===== config.mk =====
export PLATFORM = sky130hd
export DESIGN_NAME = slow_tick_bcd_counter_flat
export DESIGN_NICKNAME = d
export VERILOG_FILES = /design/src/rtl/slow_tick_bcd_counter_pkg.sv /design/src/rtl/slow_tick_bcd_counter_if.sv /design/src/rtl/slow_tick_bcd_counter_seg7.sv /design/src/rtl/slow_tick_bcd_counter.sv /design/src/flat_wrapper.sv
export SDC_FILE = /design/constraint.sdc
export NUM_CORES = 1
export LEC_CHECK = 0
export BUFFER_PORTS_ARGS = -buffer_cell sky130_fd_sc_hd__buf_2
export CAP_MARGIN = 10
export CORE_UTILIZATION = 40
export DETAILED_ROUTE_END_ITERATION = 12
export PLACE_DENSITY_LB_ADDON = 0.2
export SKIP_CTS_REPAIR_TIMING = 1
export SLEW_MARGIN = 20
export SYNTH_ARGS = -nofsm -noshare
export SYNTH_HDL_FRONTEND = slang
export SYNTH_SLANG_ARGS = --single-unit

===== constraint.sdc =====
create_clock -name clk50 -period 3 [get_ports clk50]
set_input_delay 0.15 -clock clk50 [delete_from_list [all_inputs] [get_ports clk50]]
set_output_delay 0.15 -clock clk50 [all_outputs]
set_load 0.02 [all_outputs]

===== src/rtl/slow_tick_bcd_counter_pkg.sv =====
// Shared types, segment constants and digit arithmetic
// for the slow-tick BCD counter.
package slow_tick_pkg;

  typedef enum logic [1:0] {
    IDLE = 2'd0,
    RUN  = 2'd1,
    HOLD = 2'd2
  } state_e;

  localparam logic [6:0] SEG_0     = 7'b1000000;
  localparam logic [6:0] SEG_1     = 7'b1111001;
  localparam logic [6:0] SEG_2     = 7'b0100100;
  localparam logic [6:0] SEG_3     = 7'b0110000;
  localparam logic [6:0] SEG_4     = 7'b0011001;
  localparam logic [6:0] SEG_5     = 7'b0010010;
  localparam logic [6:0] SEG_6     = 7'b0000010;
  localparam logic [6:0] SEG_7     = 7'b1111000;
  localparam logic [6:0] SEG_8     = 7'b0000000;
  localparam logic [6:0] SEG_9     = 7'b0010000;
  localparam logic [6:0] SEG_BLANK = 7'h7F;

  // Returns {digit_out, cout}; cout is carry (up) or borrow (down).
  function automatic logic [4:0] bcd_inc_dec(
    input logic [3:0] digit,
    input logic       down,
    input logic       cin
  );
    logic [4:0] res;
    res = {digit, 1'b0};
    if (cin) begin
      if (!down) begin
        if (digit == 4'd9) res = {4'd0, 1'b1};
        else               res = {digit + 4'd1, 1'b0};
      end else begin
        if (digit == 4'd0) res = {4'd9, 1'b1};
        else               res = {digit - 4'd1, 1'b0};
      end
    end
    return res;
  endfunction

endpackage


===== src/rtl/slow_tick_bcd_counter_if.sv =====
// Control and display bundle between the counter
// and whatever drives/consumes it.
interface slow_tick_bcd_counter_if #(
  parameter int NUM_DIGITS = 4
);
  logic                    slow_in;
  logic                    run;
  logic                    clear;
  logic                    down;
  logic                    tick;
  logic                    wrap;
  logic [4*NUM_DIGITS-1:0] bcd;
  logic [7*NUM_DIGITS-1:0] hex;

  modport master (
    output slow_in, run, clear, down,
    input  tick, wrap, bcd, hex
  );

  modport slave (
    input  slow_in, run, clear, down,
    output tick, wrap, bcd, hex
  );
endinterface


===== src/rtl/slow_tick_bcd_counter_seg7.sv =====
// One BCD digit to active-low {g,f,e,d,c,b,a};
// non-decimal codes and blanked digits go dark.
module seg7_decode
  import slow_tick_pkg::*;
(
  input  logic [3:0] i_bcd,
  input  logic       i_blank,
  output logic [6:0] o_seg
);

  // Digit lookup with blanking override
  always_comb begin
    o_seg = SEG_BLANK;
    if (!i_blank) begin
      unique case (i_bcd)
        4'd0:    o_seg = SEG_0;
        4'd1:    o_seg = SEG_1;
        4'd2:    o_seg = SEG_2;
        4'd3:    o_seg = SEG_3;
        4'd4:    o_seg = SEG_4;
        4'd5:    o_seg = SEG_5;
        4'd6:    o_seg = SEG_6;
        4'd7:    o_seg = SEG_7;
        4'd8:    o_seg = SEG_8;
        4'd9:    o_seg = SEG_9;
        default: o_seg = SEG_BLANK;
      endcase
    end
  end

endmodule


===== src/rtl/slow_tick_bcd_counter.sv =====
// Slow square wave -> clk50 tick -> run/hold/clear
// up/down BCD counter with registered 7-seg output.
module slow_tick_bcd_counter
  import slow_tick_pkg::*;
#(
  parameter int NUM_DIGITS  = 4,
  parameter int SYNC_STAGES = 2,
  parameter int BLANK_LZ    = 0
) (
  input logic                   clk50,
  input logic                   rst_n,
  slow_tick_bcd_counter_if.slave bus
);

  localparam int BW = 4 * NUM_DIGITS;

  logic [SYNC_STAGES-1:0] r_sync;
  logic                   r_prev;
  logic                   r_tick;
  logic                   r_wrap;
  logic [BW-1:0]          r_bcd;
  logic [BW-1:0]          w_bcd_next;
  logic                   w_cout;
  logic [NUM_DIGITS-1:0]  w_blank;
  logic                   w_edge;
  logic                   w_count;
  state_e                 r_state;
  state_e                 w_state_next;

  assign w_edge  = r_sync[SYNC_STAGES-1] & ~r_prev;
  assign w_count = (r_state == RUN) & w_edge & ~bus.clear;

  // Synchronise slow_in, keep previous value, register edge
  always_ff @(posedge clk50 or negedge rst_n) begin
    if (!rst_n) begin
      r_sync <= '0;
      r_prev <= 1'b0;
      r_tick <= 1'b0;
    end else begin
      r_sync <= {r_sync[SYNC_STAGES-2:0], bus.slow_in};
      r_prev <= r_sync[SYNC_STAGES-1];
      r_tick <= w_edge;
    end
  end

  // State register
  always_ff @(posedge clk50 or negedge rst_n) begin
    if (!rst_n) r_state <= IDLE;
    else        r_state <= w_state_next;
  end

  // Next state; clear wins over everything
  always_comb begin
    w_state_next = r_state;
    if (bus.clear) begin
      w_state_next = IDLE;
    end else begin
      unique case (r_state)
        IDLE:    if (bus.run)  w_state_next = RUN;
        RUN:     if (!bus.run) w_state_next = HOLD;
        HOLD:    if (bus.run)  w_state_next = RUN;
        default: w_state_next = IDLE;
      endcase
    end
  end

  // Ripple carry/borrow across digits, one step per tick
  always_comb begin
    logic       c;
    logic [4:0] r;
    w_bcd_next = '0;
    c = 1'b1;
    for (int i = 0; i < NUM_DIGITS; i++) begin
      r = bcd_inc_dec(r_bcd[4*i +: 4], bus.down, c);
      w_bcd_next[4*i +: 4] = r[4:1];
      c = r[0];
    end
    w_cout = c;
  end

  // Count register and rollover pulse
  always_ff @(posedge clk50 or negedge rst_n) begin
    if (!rst_n) begin
      r_bcd  <= '0;
      r_wrap <= 1'b0;
    end else if (bus.clear) begin
      r_bcd  <= '0;
      r_wrap <= 1'b0;
    end else if (w_count) begin
      r_bcd  <= w_bcd_next;
      r_wrap <= w_cout;
    end else begin
      r_wrap <= 1'b0;
    end
  end

  // Digit i>0 blanks when it and everything above it is zero
  always_comb begin
    logic z;
    w_blank = '0;
    z = 1'b1;
    for (int i = NUM_DIGITS - 1; i >= 0; i--) begin
      z = z & (r_bcd[4*i +: 4] == 4'd0);
      if (BLANK_LZ != 0 && i != 0) w_blank[i] = z;
    end
  end

  for (genvar g = 0; g < NUM_DIGITS; g++) begin : g_dig
    localparam logic [6:0] RST_SEG =
      (g == 0 || BLANK_LZ == 0) ? SEG_0 : SEG_BLANK;

    logic [6:0] w_seg;
    logic [6:0] r_seg;

    seg7_decode u_dec (
      .i_bcd   (r_bcd[4*g +: 4]),
      .i_blank (w_blank[g]),
      .o_seg   (w_seg)
    );

    // Registered display, one cycle behind the count
    always_ff @(posedge clk50 or negedge rst_n) begin
      if (!rst_n) r_seg <= RST_SEG;
      else        r_seg <= w_seg;
    end

    assign bus.hex[7*g +: 7] = r_seg;
  end

  assign bus.tick = r_tick;
  assign bus.wrap = r_wrap;
  assign bus.bcd  = r_bcd;

endmodule


===== src/flat_wrapper.sv =====
// flat-port wrapper written by rule: the top's interface ports become plain ports
module slow_tick_bcd_counter_flat import slow_tick_pkg::*;
#(
  parameter int NUM_DIGITS  = 4,
  parameter int SYNC_STAGES = 2,
  parameter int BLANK_LZ    = 0
)
  (clk50, rst_n, bus_slow_in, bus_run, bus_clear, bus_down, bus_tick, bus_wrap, bus_bcd, bus_hex);
  slow_tick_bcd_counter_if #(.NUM_DIGITS(NUM_DIGITS)) bus_i ();
  input logic clk50;
  input logic rst_n;
  input wire logic [$bits(bus_i.slow_in)-1:0] bus_slow_in;
  input wire logic [$bits(bus_i.run)-1:0] bus_run;
  input wire logic [$bits(bus_i.clear)-1:0] bus_clear;
  input wire logic [$bits(bus_i.down)-1:0] bus_down;
  output wire logic [$bits(bus_i.tick)-1:0] bus_tick;
  output wire logic [$bits(bus_i.wrap)-1:0] bus_wrap;
  output wire logic [$bits(bus_i.bcd)-1:0] bus_bcd;
  output wire logic [$bits(bus_i.hex)-1:0] bus_hex;
  assign bus_i.slow_in = bus_slow_in;
  assign bus_i.run = bus_run;
  assign bus_i.clear = bus_clear;
  assign bus_i.down = bus_down;
  assign bus_tick = bus_i.tick;
  assign bus_wrap = bus_i.wrap;
  assign bus_bcd = bus_i.bcd;
  assign bus_hex = bus_i.hex;
  slow_tick_bcd_counter #(.NUM_DIGITS(NUM_DIGITS), .SYNC_STAGES(SYNC_STAGES), .BLANK_LZ(BLANK_LZ)) u_core (.clk50(clk50), .rst_n(rst_n), .bus(bus_i));
endmodule

==> results of run 1 <==
stage by stage:
step | util [%] | worst slack (ns)
finish | 46.96 | 0.5590
global route | 46.96 | 0.3909
CTS | 46.54 | 0.5865
detailed placement | 45.39 | 0.5969
global placement | 45.39 | 0.6994
floorplan | - | 1.055
worst paths after layout:
| path | from | endpoint | slack [ns] |
|---|---|---|---|
| min | bus_clear | u_core.bus.bcd[10] | 0.29 |
| max in group asynchronous | rst_n | u_core.g_dig[2].r_seg[6] | 1.77 |
| max reg2reg | u_core.bus.bcd[1] | u_core.bus.bcd[12] | 0.56 |
| min reg2reg | u_core.r_sync[0] | u_core.r_sync[1] | 0.36 |
| min in group asynchronous | rst_n | u_core.g_dig[2].r_seg[2] | 0.46 |
| max | u_core.bus.bcd[1] | u_core.bus.bcd[12] | 0.56 |
layer usage:
layer,global-route usage (%),vias up
met5,0,-
met4,6.305,0
met3,4.011,7
met2,28.32,53
met1,22.84,1171
li1,-,1218
cells by family after synthesis:
group                      Yosys count
DFF                                 51
muxes                                4
AOI/OAI and AO/OA                  100
xor gates and xnor gates             8
buffers and inverters               37
adders and majority gates           21
and+or+nand+nor                     94
Yosys cell counts (all sizes together), types with 3 or more instances:
| library cell | n |
|---|---|
| dfrtp | 47 |
| mux2i | 4 |
| a21oi | 35 |
| nand2 | 24 |
| o21ai | 18 |
| or2 | 4 |
| o311ai | 3 |
| a311oi | 3 |
| nand3 | 3 |
| xor2 | 6 |
| nor3b | 4 |
| buf | 13 |
| a22o | 3 |
| nand2b | 4 |
| nor2 | 28 |
| inv | 18 |
| and3 | 3 |
| a31oi | 13 |
| nand3b | 6 |
| clkbuf | 5 |
| dfstp | 4 |
| ha | 21 |
| a211oi | 10 |
| nor3 | 7 |
area by class of cell:
cell class / instances / area [um^2] / area share (%)
Sequential cell: 51 / 1281 / 37.62
Clock inverter: 3 / 15.01 / 0.4409
Clock buffer: 5 / 68.82 / 2.021
Tap cell: 99 / 123.9 / 3.637
Timing Repair Buffer: 55 / 292.8 / 8.597
Inverter: 19 / 71.32 / 2.094
Multi-Input combinational cell: 227 / 1553 / 45.59
report_power, final:
group	switching, mW	internal (mW)	total, mW	leakage, nW
Combinational	0.106	0.0591	0.165	0.955
Clock	0.232	0.160	0.392	0.0477
Sequential	0.0182	0.710	0.728	0.684
sequential cells by signal, indices dropped and copies added (netlist names):
| name | flops |
|---|---|
| u_core.g_dig.r_seg | 28 |
| u_core.bus.bcd | 16 |
| u_core.r_state | 2 |
| u_core.r_sync | 2 |
| u_core.bus.tick | 1 |
| u_core.bus.wrap | 1 |
| u_core.r_prev | 1 |
worst max-delay path: stages (launching register included):
cell	delay, ns
sky130_fd_sc_hd__dfrtp_1	0.49
sky130_fd_sc_hd__inv_1	0.21
sky130_fd_sc_hd__ha_1	0.35
sky130_fd_sc_hd__nand3b_4	0.11
sky130_fd_sc_hd__a211oi_4	0.60
sky130_fd_sc_hd__a31oi_1	0.28
sky130_fd_sc_hd__a22o_1	0.29
placed cells by master (no fill, tap or decap), types with 3 or more instances in the layout:
cell type,n
sky130_fd_sc_hd__ha_1,21
sky130_fd_sc_hd__nor2_1,28
sky130_fd_sc_hd__dlygate4sd3_1,3
sky130_fd_sc_hd__and3_1,3
sky130_fd_sc_hd__nand2b_1,4
sky130_fd_sc_hd__clkinv_2,3
sky130_fd_sc_hd__a22o_1,3
sky130_fd_sc_hd__nand3_1,3
sky130_fd_sc_hd__or2_2,4
sky130_fd_sc_hd__xor2_1,6
sky130_fd_sc_hd__dfstp_2,4
sky130_fd_sc_hd__buf_2,51
sky130_fd_sc_hd__a21oi_1,35
sky130_fd_sc_hd__a211oi_1,7
sky130_fd_sc_hd__nand2_1,24
sky130_fd_sc_hd__a31oi_1,13
sky130_fd_sc_hd__nand3b_1,4
sky130_fd_sc_hd__o21ai_0,17
sky130_fd_sc_hd__clkbuf_8,5
sky130_fd_sc_hd__inv_1,16
sky130_fd_sc_hd__dfrtp_1,47
sky130_fd_sc_hd__mux2i_1,4
sky130_fd_sc_hd__nor3_1,7
sky130_fd_sc_hd__nor3b_1,4
==> Flow_metrics.wiki, run 1 <==
{| class="wikitable"
! Metric !! Value
|-
| Run status || finished clean
|-
| Flop and latch count out of synthesis || 51
|-
| Worst-case reg-to-reg path depth || 6
|-
| Post-detailed-placement cell area || 3292 um^2
|-
| Unrepaired setup endpoints after global routing || false
|-
| Mean post-synth cell area || 9.505 um^2
|-
| Mux cell area share after synthesis || 1.337%
|-
| Number of fillers in the final layout || 716
|-
| Total CTS buffers || 5
|-
| Via density || 5.336
|-
| Antenna cell count || 0
|-
| Root Buffer Master || sky130_fd_sc_hd__clkbuf_8
|-
| Met3 Routed Length || 257 um
|-
| Count of mapped cells out of synthesis || 315
|-
| DR iter-0 viols || 70
|-
| Width of the die || 88.52 um
|-
| Peak supply drop || 0.1936 mV
|-
| Cell types occupying the most area after synthesis || sky130_fd_sc_hd__dfrtp_1, sky130_fd_sc_hd__ha_1, sky130_fd_sc_hd__a21oi_1, sky130_fd_sc_hd__dfstp_2, sky130_fd_sc_hd__nor2_1
|-
| Maximum operating frequency || 409.7 MHz
|-
| Fraction of registers with async set/reset || 100.0%
|-
| Buffers on Ports || 51
|-
| Maximum fanout encountered on the critical timing path || 16
|-
| H-tree depth reported by CTS || 2
|-
| Area fraction in compound gates after synthesis || 22.11%
|-
| Remaining antenna violation count after routing || 0
|-
| Hold Path Class || primary input to flip-flop
|-
| Max-Slew Margin vs Limit || 47.54%
|-
| Share of layout cells above drive strength 1 || 22.22%
|-
| Area of the mapped netlist || 2994 um^2
|-
| Power per standard cell area || 377.4 nW/um^2
|-
| Static Leakage || 1.687 nW
|-
| Number of enable flip-flop cells after synthesis || 0
|-
| Estimated wirelength of the detail-placed design || 4.428 mm
|-
| Sum of negative setup slack || 0 ns
|-
| Area share of xor/xnor cells in the synthesized design || 2.340%
|-
| Share of Yosys cell area claimed by the top area cell type || 39.28%
|-
| Met1 Routed Length || 3.064 mm
|-
| Boundary Pins || 52
|-
| Final non-filler cell total || 459
|-
| Grt total ovfl || 0
|-
| CP Launch Type || flip-flop
|-
| Total routing resource utilization after global routing || 17.47%
|-
| Antenna violations before repair || 0
|-
| Clock sink count || 51
|-
| Final Cycle Share || 81.37%
|-
| Ys flop type || sky130_fd_sc_hd__dfrtp_1
|-
| Number of nets in the synthesized netlist || 342
|-
| RD Place Congestion || 0.7954
|-
| Net total in the final layout || 386
|-
| Uppermost layer routed || met4
|-
| Post-layout instance area || 3406 um^2
|-
| Post-Route Skew || 0.003484 ns
|-
| Netlist cell types || 57
|-
| Endpoints failing setup || 0
|-
| Fraction of the mapped netlist area in simple logic gates || 17.30%
|-
| Critical Path End Type || flip-flop
|-
| Wire length of the first global-routing pass || 10.67 mm
|-
| Cell taking the most area after synthesis || sky130_fd_sc_hd__dfrtp_1
|-
| Number of max-cap violations || 0
|-
| Via count of the first global-routing pass || 2241
|-
| Clock transition at path regs || 0.09 ns
|-
| Via count || 2449
|-
| Maximum number of pins on one net before global-route repair || 36
|-
| Worst endpoint required time || 3.20 ns
|-
| Post-placement cell count || 448
|-
| Overall power consumption || 1.285 mW
|-
| Row Count || 31
|-
| Crit path DAT || 2.64 ns
|-
| Dominant combinational cell family by area after synthesis || compound AO/OA/AOI/OAI gates
|-
| Worst hold stages || 2
|-
| Arithmetic-cell share of the synthesized area counting full adders, half adders and majority gates || 8.776%
|-
| Clock tree from TritonCTS || done
|-
| Die footprint || 7835 um^2
|-
| Vertical die dimension || 88.52 um
|-
| Total Routed Length || 6.483 mm
|-
| Critical path start-end classification || flip-flop to flip-flop
|-
| Min Tclk post-route || 2.441 ns
|-
| Post-Route Hold Slack || 0.2924 ns
|-
| Post-detailed-route DRC marker count || 0
|-
| Detailed route wirelength on metal2 || 3.074 mm
|-
| Portion of the post-synthesis area used by sequential elements || 42.79%
|-
| Starting density of the core || 41.28%
|-
| Yosys Warn Count || 0
|-
| Final Max Slew Viols || 0
|-
| Final hold vios || 0
|-
| Detail-routed net length per standard cell || 14.12 um
|-
| Skew-Pair Late Insertion Delay || 0.30 ns
|-
| Deepest clock path buffer count || 2
|-
| Pre-antenna DRT Iters || 4
|-
| Area growth from synthesis to layout || 13.75%
|-
| Core ar. || 7253 um^2
|-
| Slew at the pin with the worst max-slew slack || 0.7869 ns
|}
Power figures use the tool's default switching activity.
==> run 2, diff against run 1 <==
--- a/config.mk
+++ b/config.mk
@@ -5,6 +5,7 @@
 export SDC_FILE = /design/constraint.sdc
 export NUM_CORES = 1
 export LEC_CHECK = 0
+export ABC_AREA = 1
 export BUFFER_PORTS_ARGS = -buffer_cell sky130_fd_sc_hd__buf_2
 export CAP_MARGIN = 10
 export CORE_UTILIZATION = 40
==> constraint.sdc (replaced) <==
create_clock -name clk50 -period 2.1 [get_ports clk50]
set_input_delay 0.105 -clock clk50 [delete_from_list [all_inputs] [get_ports clk50]]
set_output_delay 0.105 -clock clk50 [all_outputs]
set_load 0.02 [all_outputs]
==> run 2 against run 1 <==
Combinational power grew 55%. Hold slack lost 0.11 ns. Synthesized cell count grew 6.3%. Critical path type unchanged. Largest cell class unchanged.
==> Flow_metrics.wiki, run 2 <==
{| class="wikitable"
! Metric !! Value
|-
| Skew-Pair Late Insertion Delay || 0.31 ns (was 0.30 ns)
|-
| Via count of the first global-routing pass || 2205 (was 2241)
|-
| Remaining antenna violation count after routing || 0 (unchanged)
|-
| Wire length of the first global-routing pass || 10.16 mm (was 10.67 mm)
|-
| DR iter-0 viols || 107 (was 70)
|-
| Antenna violations before repair || 0 (unchanged)
|-
| H-tree depth reported by CTS || 2 (unchanged)
|-
| Crit Reg-Reg Startpoint || u_core.bus.bcd[4] (was u_core.bus.bcd[1])
|-
| Yosys Warn Count || 0 (unchanged)
|-
| Detail-routed net length per standard cell || 12.08 um (was 14.12 um)
|-
| Register-to-register setup slack || 0.35 ns (was 0.56 ns)
|-
| Maximum number of pins on one net before global-route repair || 37 (was 36)
|-
| Netlist cell types || 32 (was 57)
|-
| Worst hold stages || 4 (was 2)
|-
| Die footprint || 7457 um^2 (was 7835 um^2)
|-
| Critical Path End Type || flip-flop (unchanged)
|-
| Critical path start-end classification || flip-flop to flip-flop (unchanged)
|-
| Area fraction in compound gates after synthesis || 12.66% (was 22.11%)
|-
| Leading cell types in the layout, fill and taps excluded || sky130_fd_sc_hd__nand2_1, sky130_fd_sc_hd__buf_2, sky130_fd_sc_hd__dfrtp_1 (was sky130_fd_sc_hd__buf_2, sky130_fd_sc_hd__dfrtp_1, sky130_fd_sc_hd__a21oi_1)
|-
| Vertical die dimension || 86.36 um (was 88.52 um)
|-
| Grt total ovfl || 0 (unchanged)
|-
| Static Leakage || 1.812 nW (was 1.687 nW)
|-
| Endpoints failing setup || 0 (unchanged)
|-
| Antenna cell count || 0 (unchanged)
|-
| Clock sink count || 51 (unchanged)
|-
| Number of nets in the synthesized netlist || 362 (was 342)
|-
| Width of the die || 86.36 um (was 88.52 um)
|-
| Flop and latch count out of synthesis || 51 (unchanged)
|-
| Sum of negative setup slack || 0 ns (unchanged)
|-
| Total routing resource utilization after global routing || 17.14% (was 17.47%)
|-
| Number of max-cap violations || 0 (unchanged)
|-
| Share of Yosys cell area claimed by the top area cell type || 41.32% (was 39.28%)
|-
| Area share of xor/xnor cells in the synthesized design || 1.538% (was 2.340%)
|-
| Clock network fraction of total power || 32.1% (was 30.5%)
|-
| Crit path DAT || 1.93 ns (was 2.64 ns)
|-
| Final cell utilization of the core || 48.30% (was 46.96%)
|-
| Cell types occupying the most area after synthesis || sky130_fd_sc_hd__dfrtp_1, sky130_fd_sc_hd__ha_1, sky130_fd_sc_hd__nand2_1, sky130_fd_sc_hd__o21ai_0, sky130_fd_sc_hd__nand3_1 (was sky130_fd_sc_hd__dfrtp_1, sky130_fd_sc_hd__ha_1, sky130_fd_sc_hd__a21oi_1, sky130_fd_sc_hd__dfstp_2, sky130_fd_sc_hd__nor2_1)
|-
| Area of the mapped netlist || 2846 um^2 (was 2994 um^2)
|-
| Post-detailed-route DRC marker count || 0 (unchanged)
|-
| Share of layout cells above drive strength 1 || 21.54% (was 22.22%)
|-
| Via density || 4.866 (was 5.336)
|-
| CP Launch Type || flip-flop (unchanged)
|-
| Capturing instance or port of the critical path || u_core.bus.bcd[9] (was u_core.bus.bcd[12])
|-
| Worst-case reg-to-reg path depth || 9 (was 6)
|-
| Most flops, register || u_core.g_dig.r_seg (unchanged)
|-
| Maximum fanout encountered on the critical timing path || 6 (was 16)
|-
| Terminus of the critical flop-to-flop path || u_core.bus.bcd[9] (was u_core.bus.bcd[12])
|-
| Min Tclk post-route || 1.747 ns (was 2.441 ns)
|-
| RD Place Congestion || 0.8504 (was 0.7954)
|-
| Total Routed Length || 5.873 mm (was 6.483 mm)
|-
| Number of fillers in the final layout || 696 (was 716)
|-
| Hold Path Class || primary input to flip-flop (unchanged)
|-
| Final Cycle Share || 83.17% (was 81.37%)
|-
| Mean post-synth cell area || 8.497 um^2 (was 9.505 um^2)
|-
| Via count || 2365 (was 2449)
|-
| Net switching component of the power || 0.5350 mW (was 0.3561 mW)
|-
| Slew at the pin with the worst max-slew slack || 0.7644 ns (was 0.7869 ns)
|-
| Clock transition at path regs || 0.10 ns (was 0.09 ns)
|-
| Deepest clock path buffer count || 2 (unchanged)
|-
| Final Max Slew Viols || 0 (unchanged)
|-
| Root Buffer Master || sky130_fd_sc_hd__clkbuf_8 (unchanged)
|-
| Final hold vios || 0 (unchanged)
|-
| Buffers on Ports || 51 (unchanged)
|-
| Estimated wirelength of the detail-placed design || 4.357 mm (was 4.428 mm)
|-
| Switching Share || 28.10% (was 27.70%)
|-
| Maximum operating frequency || 572.5 MHz (was 409.7 MHz)
|-
| Number of enable flip-flop cells after synthesis || 0 (unchanged)
|-
| Starting density of the core || 41.67% (was 41.28%)
|-
| Arithmetic-cell share of the synthesized area counting full adders, half adders and majority gates || 9.231% (was 8.776%)
|-
| Critical Path Start || u_core.bus.bcd[4] (was u_core.bus.bcd[1])
|-
| Internal power consumption || 1.369 mW (was 0.9293 mW)
|-
| Run status || finished clean (unchanged)
|-
| Fraction of registers with async set/reset || 100.0% (unchanged)
|-
| Ys flop type || sky130_fd_sc_hd__dfrtp_1 (unchanged)
|-
| Portion of the post-synthesis area used by sequential elements || 45.01% (was 42.79%)
|-
| Mux cell area share after synthesis || 0% (was 1.337%)
|-
| Cell taking the most area after synthesis || sky130_fd_sc_hd__dfrtp_1 (unchanged)
|-
| Sequential share of power || 54.5% (was 56.6%)
|-
| Total CTS buffers || 5 (unchanged)
|-
| Pre-antenna DRT Iters || 4 (unchanged)
|-
| Fraction of the mapped netlist area in simple logic gates || 23.56% (was 17.30%)
|-
| Share of power burned in combinational logic || 13.4% (was 12.9%)
|-
| Peak supply drop || 0.2922 mV (was 0.1936 mV)
|-
| Row Count || 30 (was 31)
|-
| Clock tree from TritonCTS || done (unchanged)
|-
| Power per standard cell area || 577.0 nW/um^2 (was 377.4 nW/um^2)
|-
| Core ar. || 6832 um^2 (was 7253 um^2)
|-
| Max-Slew Margin vs Limit || 49.04% (was 47.54%)
|-
| Flip-flop count of the largest register, all copies and words added || 28 (unchanged)
|-
| Boundary Pins || 52 (unchanged)
|-
| Unrepaired setup endpoints after global routing || false (unchanged)
|-
| Most numerous cell types in the synthesized netlist || sky130_fd_sc_hd__nand2_1, sky130_fd_sc_hd__dfrtp_1, sky130_fd_sc_hd__o21ai_0, sky130_fd_sc_hd__inv_1, sky130_fd_sc_hd__nor2_1 (was sky130_fd_sc_hd__dfrtp_1, sky130_fd_sc_hd__a21oi_1, sky130_fd_sc_hd__nor2_1, sky130_fd_sc_hd__nand2_1, sky130_fd_sc_hd__ha_1)
|-
| Most frequent cell after synthesis || sky130_fd_sc_hd__nand2_1 (was sky130_fd_sc_hd__dfrtp_1)
|-
| Dominant combinational cell family by area after synthesis || simple AND/OR/NAND/NOR gates (was compound AO/OA/AOI/OAI gates)
|-
| Area growth from synthesis to layout || 15.91% (was 13.75%)
|-
| Count of mapped cells out of synthesis || 335 (was 315)
|-
| Net total in the final layout || 416 (was 386)
|-
| Leading cell type in the layout, fill and taps excluded || sky130_fd_sc_hd__nand2_1 (was sky130_fd_sc_hd__buf_2)
|-
| Post-Route Skew || 0.01034 ns (was 0.003484 ns)
|-
| Worst endpoint required time || 2.28 ns (was 3.20 ns)
|}
run 2: cell types whose count changed in the layout (fill, tap and decap cells not counted), sizes merged, moves of 7 or more:
cell	before	now
nor2	28	36
a31oi	13	0
a21oi	35	12
a211oi	10	1
nand2	24	71
nor3	7	0
o21ai	18	40
inv	18	40
nand3	3	31
run 2: kinds of logic (layout without fill, tap and decap cells):
| kind of cell | count (synthesis) | in the layout |
|---|---|---|
| buf+inv | 51 | 106 |
| xor+xnor | 5 | 5 |
| flops | 51 | 51 |
| fa+ha+maj | 21 | 21 |
| simple gates | 142 | 142 |
| compound gates | 65 | 65 |
run 2: metrics by stage:
stage                     std cells  setup WS (ns)  hold slack [ns]  total power, mW  cell area [um^2]
after floorplan                 335         0.4677          -0.1906            1.222              2846
after CTS                       483         0.3695          -0.1235            1.923              3269
after global placement          475         0.3805           0.2133            1.308              3171
after global routing            486         0.1982           0.1866            1.995              3299
final                           486         0.3534           0.1815            1.904              3299
after detailed placement        475         0.3979           0.2153            1.309              3171
run 2: layout make-up:
class / count / area [um^2] / area share, %
inverter: 41 / 153.9 / 4.664
timing repair buffer: 57 / 307.8 / 9.329
sequential: 51 / 1281 / 38.83
clock inverter: 2 / 16.27 / 0.4930
clock buffer: 6 / 82.58 / 2.503
tap: 96 / 120.1 / 3.640
multi-input combinational: 233 / 1338 / 40.54
run 2: how the worst min path moves through the flow:
stage	from	endpoint
6_report	bus_clear	u_core.bus.wrap
5_1_grt	bus_clear	u_core.bus.wrap
4_1_cts	rst_n	u_core.bus.bcd[0]
3_5_place_dp	bus_slow_in	u_core.r_sync[0]
3_3_place_gp	bus_slow_in	u_core.r_sync[0]
2_1_floorplan	rst_n	u_core.bus.bcd[0]
run 2: power by group through the flow:
stage | Combinational [mW] | Sequential, mW | Clock [mW]
2_1_floorplan | 0.129 | 1.09 | 0
3_3_place_gp | 0.252 | 1.06 | 0
3_5_place_dp | 0.252 | 1.06 | 0
4_1_cts | 0.253 | 1.04 | 0.631
5_1_grt | 0.286 | 1.04 | 0.666
6_report | 0.255 | 1.04 | 0.611
run 2: worst max-delay path: stages (launching register included):
cell	delay, ns
sky130_fd_sc_hd__dfrtp_1	0.45
sky130_fd_sc_hd__inv_1	0.16
sky130_fd_sc_hd__ha_1	0.29
sky130_fd_sc_hd__nand3_2	0.11
sky130_fd_sc_hd__nand2_1	0.12
sky130_fd_sc_hd__inv_2	0.09
sky130_fd_sc_hd__nor2_8	0.13
sky130_fd_sc_hd__nand2_2	0.08
sky130_fd_sc_hd__nand2_2	0.09
sky130_fd_sc_hd__o21ai_0	0.10
run 2: layer usage:
metal  GRT usage, %  part of all wire [%]
met2          26.84                    44
met5              0                     0
met3          3.524                   4.0
met4          5.606                   1.5
met1          23.80                    50
